### src/rtl/video_timing_v.sv
`default_nettype none
// ============================================================================
// video_timing_v : raster timing generator with pixel/line doubling support.
// Optional bar test picture when VIDEO_TIMING_TEST_PICTURE_EN is defined.
// Revision: 1.0
// ============================================================================
module video_timing_v #(
   parameter int RES_X     = 640,
   parameter int H_FP      = 16,
   parameter int H_PULSE   = 96,
   parameter int H_BP      = 48,
   parameter int RES_Y     = 480,
   parameter int V_FP      = 10,
   parameter int V_PULSE   = 2,
   parameter int V_BP      = 33,
   parameter int HSYNC_POL = 0,
   parameter int VSYNC_POL = 0,
   parameter int DBL_X     = 0,
   parameter int DBL_Y     = 0
) (
   input  logic        clk_pixel,
   input  logic        rst_n,
   input  logic        test_mode,
   input  logic [7:0]  red_byte,
   input  logic [7:0]  green_byte,
   input  logic [7:0]  blue_byte,
   output logic        fetch_next,
   output logic        line_repeat,
   output logic        frame_start,
   output logic        vga_de,
   output logic        vga_hsync,
   output logic        vga_vsync,
   output logic [7:0]  vga_r,
   output logic [7:0]  vga_g,
   output logic [7:0]  vga_b,
   output logic [11:0] pos_x,
   output logic [11:0] pos_y
);

   localparam int FRAME_X = RES_X + H_FP + H_PULSE + H_BP;
   localparam int FRAME_Y = RES_Y + V_FP + V_PULSE + V_BP;

   // 13-bit bounds so a sync window ending exactly at 4096 still compares correctly
   localparam logic [12:0] C_X_LAST   = 13'(FRAME_X - 1);
   localparam logic [12:0] C_Y_LAST   = 13'(FRAME_Y - 1);
   localparam logic [12:0] C_RES_X    = 13'(RES_X);
   localparam logic [12:0] C_RES_Y    = 13'(RES_Y);
   localparam logic [12:0] C_HS_START = 13'(RES_X + H_FP);
   localparam logic [12:0] C_HS_END   = 13'(RES_X + H_FP + H_PULSE);
   localparam logic [12:0] C_VS_START = 13'(RES_Y + V_FP);
   localparam logic [12:0] C_VS_END   = 13'(RES_Y + V_FP + V_PULSE);
   localparam logic        C_HPOL     = (HSYNC_POL != 0);
   localparam logic        C_VPOL     = (VSYNC_POL != 0);
   localparam logic        C_DBL_X    = (DBL_X != 0);
   localparam logic        C_DBL_Y    = (DBL_Y != 0);

   logic [11:0] cx_q, cx_d, cy_q, cy_d;
   logic [12:0] cx_w, cy_w;
   logic        active, active_y, pix_load;
   logic [7:0]  src_r, src_g, src_b;

   logic        de_q, de_d, hs_q, hs_d, vs_q, vs_d;
   logic        fs_q, fs_d, lr_q, lr_d;
   logic        hs_raw, vs_raw;
   logic [7:0]  r_q, r_d, g_q, g_d, b_q, b_d;
   logic [11:0] px_q, px_d, py_q, py_d;

   assign cx_w     = {1'b0, cx_q};
   assign cy_w     = {1'b0, cy_q};
   assign active_y = (cy_w < C_RES_Y);
   assign active   = (cx_w < C_RES_X) && active_y;
   assign pix_load = !C_DBL_X || !cx_q[0];

   // With doubling, the word is captured on the even pixel and released on the odd one
   assign fetch_next = active && (!C_DBL_X || cx_q[0]);

`ifdef VIDEO_TIMING_TEST_PICTURE_EN
   always_comb begin
      src_r = red_byte;
      src_g = green_byte;
      src_b = blue_byte;
      if (test_mode) begin
         src_r = {8{cx_q[7]}};
         src_g = {8{cx_q[6]}};
         src_b = {8{cx_q[5]}};
      end
   end
`else
   logic unused_test_mode;
   assign unused_test_mode = test_mode;
   assign src_r = red_byte;
   assign src_g = green_byte;
   assign src_b = blue_byte;
`endif

   always_comb begin
      cx_d = cx_q + 12'd1;
      cy_d = cy_q;
      if (cx_w == C_X_LAST) begin
         cx_d = '0;
         cy_d = (cy_w == C_Y_LAST) ? '0 : cy_q + 12'd1;
      end

      hs_raw = (cx_w >= C_HS_START) && (cx_w < C_HS_END);
      vs_raw = (cy_w >= C_VS_START) && (cy_w < C_VS_END);
      hs_d   = C_HPOL ? hs_raw : ~hs_raw;
      vs_d   = C_VPOL ? vs_raw : ~vs_raw;

      de_d = active;
      fs_d = (cx_q == '0) && (cy_q == '0);
      lr_d = C_DBL_Y && (cx_w == C_HS_START) && active_y && !cy_q[0];
      px_d = cx_q;
      py_d = cy_q;

      r_d = r_q;
      g_d = g_q;
      b_d = b_q;
      if (!active) begin
         r_d = '0;
         g_d = '0;
         b_d = '0;
      end else if (pix_load) begin
         r_d = src_r;
         g_d = src_g;
         b_d = src_b;
      end
   end

   always_ff @(posedge clk_pixel or negedge rst_n) begin
      if (!rst_n) begin
         cx_q <= '0;
         cy_q <= '0;
         de_q <= 1'b0;
         hs_q <= ~C_HPOL;
         vs_q <= ~C_VPOL;
         fs_q <= 1'b0;
         lr_q <= 1'b0;
         r_q  <= '0;
         g_q  <= '0;
         b_q  <= '0;
         px_q <= '0;
         py_q <= '0;
      end else begin
         cx_q <= cx_d;
         cy_q <= cy_d;
         de_q <= de_d;
         hs_q <= hs_d;
         vs_q <= vs_d;
         fs_q <= fs_d;
         lr_q <= lr_d;
         r_q  <= r_d;
         g_q  <= g_d;
         b_q  <= b_d;
         px_q <= px_d;
         py_q <= py_d;
      end
   end

   assign vga_de      = de_q;
   assign vga_hsync   = hs_q;
   assign vga_vsync   = vs_q;
   assign frame_start = fs_q;
   assign line_repeat = lr_q;
   assign vga_r       = r_q;
   assign vga_g       = g_q;
   assign vga_b       = b_q;
   assign pos_x       = px_q;
   assign pos_y       = py_q;

endmodule
`default_nettype wire

### config.mk
export PLATFORM = sky130hd
export DESIGN_NAME = video_timing_v
export DESIGN_NICKNAME = d
export VERILOG_FILES = /design/src/rtl/video_timing_v.sv
export SDC_FILE = /design/constraint.sdc
export NUM_CORES = 1
export LEC_CHECK = 0
export ABC_AREA = 1
export BUFFER_PORTS_ARGS = -buffer_cell sky130_fd_sc_hd__buf_2
export CORE_ASPECT_RATIO = 0.8
export CORE_MARGIN = 8
export CORE_UTILIZATION = 47
export DETAILED_ROUTE_END_ITERATION = 16
export HOLD_SLACK_MARGIN = 0.05
export PLACE_DENSITY = 0.81
export SYNTH_ARGS = -nofsm -noshare
export SYNTH_HDL_FRONTEND = slang
export SYNTH_SLANG_ARGS = --single-unit
### constraint.sdc
create_clock -name clk_pixel -period 1.3 [get_ports clk_pixel]
set_input_delay 0.325 -clock clk_pixel [delete_from_list [all_inputs] [get_ports clk_pixel]]
set_output_delay 0.325 -clock clk_pixel [all_outputs]
set_load 0.02 [all_outputs]
==> After elaboration in Yosys (flattened, before gate mapping) <==
Index checks and enable logic that the tools add are counted.
{ "word_totals": {"ff_bits": 76, "in_bits": 27, "output_inout_bits": 54, "elab_cells": 34} }
{ "op_classes": {"addsub": 2, "order_cmp": 6, "n_eq_ne": 2, "muxes": 5, "bitwise_logic": 2, "reduce_logical": 6} }
{ "ops": {"columns": ["op", "n"], "rows": [
  ["adder 12 x 1 -> 12 bit (second input constant)", 2],
  ["equality test 12 x 10 -> 1 bit (second input constant)", 2],
  ["zero test 12 bit", 2],
  ["less-than comparator 12 x 10 -> 1 bit (second input constant)", 2],
  ["less-than comparator 12 x 9 -> 1 bit (second input constant)", 2],
  ["two-way mux 12 bit", 2],
  ["two-way mux 8 bit", 3],
  ["greater-or-equal comparator 12 x 10 -> 1 bit (second input constant)", 1],
  ["greater-or-equal comparator 12 x 9 -> 1 bit (second input constant)", 1],
  ["logical AND 1 bit", 4],
  ["inverter 1 bit", 2]
]} }

==> Logic depth before layout (Yosys ltp) <==
{ "logic_depth": {"ltp_word": 3, "depth_mapped": 9, "ltp_nobuf": 9} }

==> Worst setup path before layout <==
OpenSTA, ideal clock, no wires.
{ "synth_timing": {"kind": "register to output", "from": "register cy_q[9]", "to": "output port fetch_next", "t_arrival_ps": 1166, "required_time_ps": 975, "setup_slack_ps": -191, "stages_incl_launch_ff": 9, "n_path_buf": 1, "path_cell_list": "dfrtp_1 -> inv_2 -> nand3_2 -> inv_1 -> o21ai_1 -> nor2_1 -> nand2_2 -> buf_6 -> inv_1"} }
{ "synth_via": {"elab_chain_len": 2} }
{ "synth_lines": {"columns": ["item", "line_no", "rtl"], "rows": [
  ["from (decl)", "57", "logic [11:0] cx_q, cx_d, cy_q, cy_d;"],
  ["from (signal assigned)", "145", "cy_q <= cy_d;"],
  ["less-than comparator 12 x 9 -> 1 bit", "70", "assign active_y = (cy_w < C_RES_Y);"],
  ["logical AND 1 bit", "71", "assign active = (cx_w < C_RES_X) && active_y;"],
  ["to (decl)", "27", "output logic fetch_next,"]
]} }
No other way between the ends.

==> Worst setup path in the final report <==
{ "layout_timing": {"from": "register cx_q[10]", "to": "output port fetch_next"} }
{ "layout_via": {"elab_chain_len": 2} }
{ "layout_lines": {"columns": ["item", "line_no", "rtl"], "rows": [
  ["from (decl)", "57", null],
  ["from (signal assigned)", "131", "cx_q <= '0;"],
  ["from (signal assigned)", "144", "cx_q <= cx_d;"],
  ["less-than comparator 12 x 10 -> 1 bit", "71", null],
  ["logical AND 1 bit", "71", null]
]} }
No other way between the ends.

==> impl_metrics.ini <==
[floorplan]
core_area_mm2 = 0.006376
rows = 26
die_height_um = 88.59
design.die.area_mm2 = 0.009455
boundaryPins = 81
initial_utilization_pct = 48.55
die_width_um = 106.7

[synthesis]
ranking_of_synthesized_cells_by_area = sky130_fd_sc_hd__dfrtp_1 60%, sky130_fd_sc_hd__inv_1 6.3%, sky130_fd_sc_hd__nand2_1 4.7%, sky130_fd_sc_hd__nor2_1 4.5%, sky130_fd_sc_hd__xor2_1 3.1%
compound_gate_portion_of_the_synthesized_area_pct = 2.183
net_count_after_synthesis = 335
synth_top_family_by_area = simple AND/OR/NAND/NOR gates
yosys.cell_types.count = 30
netlist.area_leader.share_pct = 59.82
synth-seq-cells = 76
mux_cell_area_share_after_synthesis_pct = 0
synthesis.area_per_instance_um2 = 10.18
yosys.area_share.xor_xnor_pct = 3.395
summed_instance_area_of_the_synthesized_netlist_mm2 = 0.003095
yosys.area_share.adder_pct = 1.617
synth_largest_area_cell = sky130_fd_sc_hd__dfrtp_1
yosysSeqAreaShare_pct = 61.52
syn_inst = 304
yosys_warnings = 0
synth_simple_gate_area_share_pct = 22.27

[placed_design]
dp.final_hpwl_um = 5482
finalWeightedCongestion = 0.8495
port_buffers = 78
placed_cell_area_mm2 = 0.003902

[global_route]
gr-usage-all-layers_pct = 17.89
antenna_found_initial = 0
globalRoute.totalOverflow = 0
grt_pass1_wl_um = 13170
via_count_of_the_first_global_routing_pass = 2746
grt_start_max_net_pins = 51

[clock_network]
htree_levels = 3
clockBufferDepth = 2
clk-insertion-delay-late_ns = 0.36
cts_made_buffers = 9
cts_tree = yes
tritoncts_num_sinks = 76
clkSlewWorstSetupHoldPaths_ns = 0.08
clock-root-buffer = sky130_fd_sc_hd__clkbuf_8

[final_layout]
final_layout_size_suffix_gt1_share_pct = 57.82
finish.instance_area_mm2 = 0.004788
area_of_the_multi_input_gates_mm2 = 0.001221
num-fill-cells = 348
layout.core_utilization_pct = 75.10
commonest_non_fill_non_tap_cell_in_the_layout = sky130_fd_sc_hd__buf_2
most-common-layout-cells = 75 x sky130_fd_sc_hd__buf_2, 72 x sky130_fd_sc_hd__dfrtp_1, 56 x sky130_fd_sc_hd__buf_4
insertedDiodeCount = 0
seqCellArea_mm2 = 0.001907
fin_nets = 493
synthToLayoutAreaGrowth_pct = 54.69

[setup_path]
worst-r2r-cell-count = 8
cp_data_arrival_time_ns = 1.52
worstSetupEndpointType = primary output
timing.critical_path.from = cx_q[10]
setup.worst_path.class = reg -> out
cp_slowest_cell = sky130_fd_sc_hd__dfrtp_1
worstPathCellList = inv_2, nand2_2, inv_2, nand4_1, nand2_2, clkinvlp_4, buf_6
r2r_slack_ns = -0.23
worstSetupEndpoint = fetch_next
worstReg2RegStart = cx_q[7]
worstPathMaxFanout = 3
rr_endpoint = cy_q[5]
max_stage_delay_ns = 0.41
worstPathRequired_ns = 0.98
critical_path.startpoint_type = register

[timing]
fin_skew_ns = 0.01502
max_clock_freq_mhz = 543.0
timing_max_transition_violations_final = 0
hold_viol_final = 0
hold-worst-slack_ns = 0.1814
final_critical_path_setup_slack_ns = -0.5418
setup_viol = 50
setup_total_negative_slack_ns = -6.555
period_minus_slack_ns = 1.842
unrepaired_setup_endpoints_after_global_routing = yes
period_share_pct = 141.7

[route]
count_of_nets_left_with_antenna_violations_after_detail_routing = 0
detail_route.iter0.violations = 211
wirelength_um = 10470
detail_route.wl_per_cell_um = 19.00
avgViaCountPerCell = 5.094
total_drc_errors_in_the_routed_layout = 0
route.vias.total = 2807
drt-pass1-iter-count = 5

[pwr]
vdd_drop_max_uv = 524.0
cellLeakagePower_nw = 2.538
power.density_cell_area_mw_per_mm2 = 980.8

[outcome]
violated_checks = setup timing
outcome = finished with violations

[job]
drv.max_cap_violation_count = 0

[hold_path]
timing.hold.worst.class = in -> reg
[worst max-delay path: cells and delay by family (launching register included)]
family | cells | cell delay (ns)
buf+inv | 4 | 0.40
flops | 1 | 0.41
simple gates | 3 | 0.37
[registers in the layout, indices dropped and copies added, names as in the netlist]
register,count
frame_start,1
cy_q,12
vga_r,8
vga_vsync,1
vga_de,1
pos_y,12
vga_hsync,1
vga_b,8
pos_x,12
cx_q,12
vga_g,8
[cells in the mapped netlist (all sizes together)]
library cell  number
o21ai              8
nor3               6
clkinv             1
inv               59
nand2             46
nand3             18
nor4               2
conb               1
xor2              11
buf                5
ha                 4
dfrtp             74
xnor2              1
nor2              57
dfstp              2
a211o              1
nand4              5
a21oi              3
[cell type report]
type	instances	area share [%]
well taps	84	2.195
flip-flops and latches	76	39.82
multi-input cells	163	25.50
clock inverters	5	1.777
repair buffers	152	22.71
inverters	60	5.043
clock buffers	11	2.953
[worst min-delay path by stage]
stage | to | start | slack [ns] | depth (start not counted)
global route | vga_r[7] | red_byte[7] | 0.19 | 3
detailed placement | cx_q[7] | rst_n | 0.35 | 2
global placement | vga_r[5] | rst_n | 0.34 | 2
floorplan | cx_q[0] | rst_n | 0.03 | 0
CTS | vga_r[7] | red_byte[7] | 0.17 | 3
finish | vga_r[5] | red_byte[5] | 0.18 | 3
[cell families after synthesis]
group | after synthesis
compound gates | 12
xor+xnor | 12
fa+ha+maj | 4
buf+inv | 65
flops | 76
other cells | 1
simple gates | 134
[layer usage]
metal  vias to the layer above  wire, µm  global-route usage, %  share of wire [%]
met2                       158      5167                  30.59                 49
li1                       1231         -                      -                  -
met4                         0       416                  9.045                4.0
met3                        48       866                  6.041                8.3
met5                         -         0                      0                  0
met1                      1370      4017                  19.67                 38
[timing repair]
| action | 4_1_cts | 5_1_grt |
|---|---|---|
| buffers inserted | 9 | 19 |
| pin swaps | 18 | 31 |
| gates resized for setup | 45 | 64 |
| hold endpoints to repair | 74 | 0 |
| endpoints found under the setup margin | 40 | 50 |
| cloned | 1 | 1 |
| hold buffers | 1 | 0 |
[per-stage QoR]
step | total power, mW | instances | setup slack, ns
6_report | 4.696 | 551 | -0.5418
5_1_grt | 4.819 | 551 | -0.5838
4_1_cts | 4.666 | 533 | -0.5312
3_5_place_dp | 2.692 | 506 | -0.1291
3_3_place_gp | 2.678 | 506 | -0.1036
2_1_floorplan | 2.550 | 304 | -0.1529
[power by group]
| group | switching (mW) | internal [mW] |
|---|---|---|
| Clock | 0.896 | 1.14 |
| Sequential | 0.0108 | 2.40 |
| Combinational | 0.163 | 0.0859 |
| Total | 1.07 | 3.63 |
Power figures use the tool's default switching activity.
